<file path="config.mk">
export PLATFORM = sky130hd
export DESIGN_NAME = alu_operand_stage
export DESIGN_NICKNAME = d
export VERILOG_FILES = /design/src/rtl/alu_operand_stage.sv
export SDC_FILE = /design/constraint.sdc
export NUM_CORES = 1
export LEC_CHECK = 0
export BUFFER_PORTS_ARGS = -buffer_cell sky130_fd_sc_hd__clkbuf_2
export CAP_MARGIN = 20
export CORE_ASPECT_RATIO = 1.75
export CORE_MARGIN = 2
export CORE_UTILIZATION = 49
export CTS_CLUSTER_DIAMETER = 200
export DETAILED_ROUTE_END_ITERATION = 16
export HOLD_SLACK_MARGIN = 0.02
export PLACE_DENSITY_LB_ADDON = 0.08
export SLEW_MARGIN = 0
export SYNTH_ARGS = -nofsm -noshare
export SYNTH_HDL_FRONTEND = slang
export SYNTH_SLANG_ARGS = --single-unit
</file>
<file path="constraint.sdc">
create_clock -name clk -period 5 [get_ports clk]
set_input_delay 0 -clock clk [delete_from_list [all_inputs] [get_ports clk]]
set_output_delay 0 -clock clk [all_outputs]
set_load 0.01 [all_outputs]
</file>
<file path="src/rtl/alu_operand_stage.sv">
// alu_operand_stage: operand staging FIFO in front of the ALU function units.
// Accepts {op, a, b} requests over a valid/ready handshake and drops illegal
// opcodes with a one-cycle err pulse. Legal requests are tagged with a
// sequence number and issued in order over a second valid/ready handshake.
// All outputs are registered.
//
// Ports:
//   clk, rst_n            clock, asynchronous active-low reset
//   flush                 synchronous empty of the FIFO (tag counter kept)
//   in_valid/in_ready     request handshake; in_op, in_a, in_b payload
//   out_valid/out_ready   issue handshake; out_op, out_a, out_b, out_tag head
//   count                 current occupancy
//   err                   one-cycle pulse per dropped illegal request
module alu_operand_stage #(
   parameter int unsigned WIDTH   = 16,
   parameter int unsigned OPW     = 3,
   parameter int unsigned NUM_OPS = 6,
   parameter int unsigned DEPTH   = 4,
   parameter int unsigned TAGW    = 4
) (
   input  logic                       clk,
   input  logic                       rst_n,
   input  logic                       flush,
   input  logic                       in_valid,
   output logic                       in_ready,
   input  logic [OPW-1:0]             in_op,
   input  logic [WIDTH-1:0]           in_a,
   input  logic [WIDTH-1:0]           in_b,
   output logic                       out_valid,
   input  logic                       out_ready,
   output logic [OPW-1:0]             out_op,
   output logic [WIDTH-1:0]           out_a,
   output logic [WIDTH-1:0]           out_b,
   output logic [TAGW-1:0]            out_tag,
   output logic [$clog2(DEPTH):0]     count,
   output logic                       err
);

   localparam int unsigned PW = $clog2(DEPTH);
   localparam int unsigned CW = PW + 1;

   typedef struct packed {
      logic [OPW-1:0]   op;
      logic [WIDTH-1:0] a;
      logic [WIDTH-1:0] b;
      logic [TAGW-1:0]  tag;
   } entry_t;

   entry_t          mem [DEPTH];
   entry_t          head_q, head_n, wr_entry;
   logic [PW-1:0]   wr_ptr, rd_ptr, wr_ptr_n, rd_ptr_n;
   logic [CW-1:0]   count_n;
   logic [TAGW-1:0] tag_ctr, tag_ctr_n;
   logic            accept, legal, wr_en, rd_en;
   logic            in_ready_n, out_valid_n, err_n;

   // Next-state computation for pointers, occupancy, tag and registered head
   always_comb begin
      accept      = in_valid && in_ready;
      legal       = 32'(in_op) < NUM_OPS;
      wr_en       = accept && legal && !flush;
      rd_en       = out_valid && out_ready && !flush;
      wr_entry    = '{op: in_op, a: in_a, b: in_b, tag: tag_ctr};

      wr_ptr_n    = wr_ptr + PW'(wr_en);
      rd_ptr_n    = rd_ptr + PW'(rd_en);
      count_n     = count + CW'(wr_en) - CW'(rd_en);
      tag_ctr_n   = tag_ctr + TAGW'(wr_en);
      err_n       = accept && !legal && !flush;

      if (flush) begin
         wr_ptr_n = '0;
         rd_ptr_n = '0;
         count_n  = '0;
      end

      in_ready_n  = count_n < CW'(DEPTH);
      out_valid_n = count_n != '0;

      // The new head is the entry being written this edge only when the
      // write lands on the slot the read pointer moves to (FIFO was drained).
      head_n = '0;
      if (out_valid_n) begin
         if (wr_en && (wr_ptr == rd_ptr_n)) head_n = wr_entry;
         else                               head_n = mem[rd_ptr_n];
      end
   end

   // Control and output registers
   always_ff @(posedge clk or negedge rst_n) begin
      if (!rst_n) begin
         wr_ptr    <= '0;
         rd_ptr    <= '0;
         count     <= '0;
         tag_ctr   <= '0;
         in_ready  <= 1'b0;
         out_valid <= 1'b0;
         err       <= 1'b0;
         head_q    <= '0;
      end else begin
         wr_ptr    <= wr_ptr_n;
         rd_ptr    <= rd_ptr_n;
         count     <= count_n;
         tag_ctr   <= tag_ctr_n;
         in_ready  <= in_ready_n;
         out_valid <= out_valid_n;
         err       <= err_n;
         head_q    <= head_n;
      end
   end

   // Storage array; contents are don't-care until written
   always_ff @(posedge clk) begin
      if (wr_en) mem[wr_ptr] <= wr_entry;
   end

   assign out_op  = head_q.op;
   assign out_a   = head_q.a;
   assign out_b   = head_q.b;
   assign out_tag = head_q.tag;

endmodule

</file>
==> impl_results.md <==
- Outcome: finished clean
- Top-area cell type share of the netlist area: a little under three fifths
- HPWL Detailed: ~10 mm
- Clock buffer depth: 3
- WL/cell: 21.35 um
- Crit Path Class: reg -> reg
- Initial antenna violation count: 0
- Core area: 0.01637 mm2
- Max-capacitance violation count: 0
- H-tree depth: 1
- GRT Util Overall: 20.81%
- GRT overflow: 0
- Largest net degree at the start of global routing: 54
- # port buffers: 84
- Seq cells post-synth: 209
- Die Y-Extent: roughly 170 um
- Share of cells above drive strength 1: 30.61%
- Most frequent cells in the layout: 156 x edfxtp_1, 83 x clkbuf_2, 53 x dfrtp_1
- Reg2Reg Depth: 11
- Number of library cell types mapped by synthesis: 37
- Critical path arrival: 3.41 ns
- Main synth FF type: edfxtp_1
- Area grow syn2layout: 19.26%
- Clk sinks: roughly 210
- Post-Route Skew: 0.01341 ns
- Switching share of power: 27.83%
- Die Width: 101.4 um
- Vias/cell: 5.501
- Starting Density: 49.73%
- Hold crit path type: in -> async
- Die area: about 0.018 mm2
- Lkg Pwr: around 3.6 nW
- Fill cell count: 1244
- Post-synthesis sequential area ratio: 73.84%
- DR iter-0 viols: roughly 230
- Postcts setup bufs: 0
- Worst ir drop on vdd: 0.3370 mV
- Period utilization: ~60%
- # diodes: 0
- Slew margin rel.: 30.30%
- Clk_lat worst skew: between 0.4 and 0.5 ns
- Power Density: 459.9 mW/mm2
- Clock share of power: 29.8%
- Max Slew Vio Count: 0
- Layout Cells excl Fill: about 810
- Mapped Avg Cell Area: 18.21 um2
- Vias in the first global route: roughly 5000
- Comb power frac: 20.7%
- Final setup violation count: 0
- Clock slew at reported path FFs: roughly 0.07 ns
- Mapped Area: approximately 0.0081 mm2
- Routability Congestion: 0.7378
- CTS buffer count: 19
- Root buf cell: clkbuf_16
- Yosys warning count: 0
- Post-Route WL: 17.34 mm
- Syn_nets: ~490
- Number of synthesized flops with an enable pin: 156
- Async SR Flop Fraction: 25.36%
- CTS tree: yes
- Synth area leader: edfxtp_1
- Critical Path RT: 5.36 ns
- Register share of total power: 49.5%
- Slew @ Worst Pin: ~1 ns
- Io pins: 85
- Setup TNS: 0 ns
- First-pass GRT wire length: between 20 and 30 mm
- Net Sw Power: ~1.2 mW
- Final hold viol count: 0
- CP endpoint kind: flop
- RR Endpoint: out_b[11]
- Register Area: roughly 0.0060 mm2
- Dpl cells: 739
- Area of the multi-input gates: 0.001894 mm2
- P_int: 3.222 mW
- Crit path launch: out_valid
- CP Max Fanout: 25
- Startpoint types: flop
- ANT nets after route: 0
- Fin nets: 620
- Commonest non-fill, non-tap cell in the layout: edfxtp_1
- RSZ-0062 raised after global routing: false
- Worst r2r src: out_valid
- Post-Syn Instances: about 450
- R2R setup slack: 1.95 ns
- DR pass1 iterations: 4
- Final Critical Period: about 3.0 ns
- FP Rows: just over 60
- Remaining DRCs: 0
- Via count: 4467
- Peak Freq: 0.3280 GHz
- Synth area leaders: edfxtp_1 58%, dfrtp_1 16%, mux4_2 11%
-- worst max path at each step --
stage	endpoint	cells after the start
6_report	out_b[11]	11
5_1_grt	out_b[11]	11
4_1_cts	out_b[0]	11
3_5_place_dp	out_b[0]	11
3_3_place_gp	out_a[1]	11
2_1_floorplan	mem[0][0]	4
-- cell type report --
cell class | count | area share, %
clock buffers | 28 | 5.452
clock inverters | 6 | 0.3222
inverters | 7 | 0.2707
multi-input cells | 201 | 19.51
flip-flops and latches | 209 | 61.92
well taps | 224 | 2.887
repair buffers | 137 | 9.640
-- per-stage QoR --
stage / hold WS (ns) / setup slack, ns / util, % / power (mW) / instance area (um2)
2_1_floorplan: -0.2956 / 1.034 / - / 2.811 / 8140
3_3_place_gp: 0.2056 / 1.976 / 53.33 / 3.146 / 8730
3_5_place_dp: 0.2214 / 1.876 / 53.50 / 3.169 / 8757
4_1_cts: 0.2497 / 1.863 / 59.31 / 4.526 / 9708
5_1_grt: 0.2987 / 1.712 / 59.31 / 4.674 / 9708
6_report: 0.2122 / 1.951 / 59.31 / 4.465 / 9708
-- flip-flops by register name, summed over array words and instances (netlist names) --
| name | cells |
|---|---|
| err | 1 |
| out_b | 16 |
| out_valid | 1 |
| out_a | 16 |
| out_tag | 4 |
| count | 3 |
| rd_ptr | 2 |
| mem | 156 |
| wr_ptr | 2 |
| in_ready | 1 |
| tag_ctr | 4 |
| out_op | 3 |
-- power by group through the flow --
stage          clock, mW  combinational, mW  sequential (mW)
6_report            1.33              0.923             2.21
5_1_grt             1.43               1.01             2.23
4_1_cts             1.36              0.949             2.21
3_5_place_dp           0              0.919             2.25
3_3_place_gp           0              0.902             2.24
2_1_floorplan          0              0.507             2.30
-- routing by layer --
metal  vias to the layer above  wire length [um]  track usage (%)
met3                        22               795            3.257
li1                       2004                 -                -
met4                         0               257            5.856
met5                         -                 0                0
met1                      2323              6620            24.82
met2                       118              9662            38.25
-- cells by family after synthesis --
group                    share of synthesized area [%]
AND/OR/NAND/NOR                                  4.319
adder cells (fa/ha/maj)                         0.8608
multiplexers                                     11.07
flip-flops                                       73.84
buffers and inverters                            3.474
XOR/XNOR                                         1.045
AO/OA/AOI/OAI                                    5.395
-- timing repair --
action | CTS | global route
gates resized for setup | 0 | 0
endpoints found under the hold margin | 235 | 0
hold buffers | 39 | 0
-- cell usage after synthesis, types with 2 or more instances --
cell and instances:
a21oi_1 40, nand2_1 3, dfrtp_1 53, a211o_1 2
nor2_1 5, nor2b_1 2, inv_1 3, o21ai_1 39
edfxtp_1 156, and2b_1 2, inv_2 4, nand3_1 41
mux4_2 39, clkbuf_1 6, nor3_1 4, xnor2_1 3
buf_6 2, buf_12 4, buf_4 2, and3_1 3
buf_2 11, xor2_1 3, ha_1 4, buf_8 3
-- worst max-delay path: stages (launching register included) --
cell and delay [ns]:
dfrtp_1 0.43, nand2_1 0.19, xor2_1 0.19, nor2_1 0.10
ha_1 0.15, inv_1 0.05, fa_1 0.41, xnor2_1 0.16
nor2_1 0.10, nor3_4 0.59, buf_4 0.44, a21oi_1 0.08
Power figures use the tool's default switching activity.
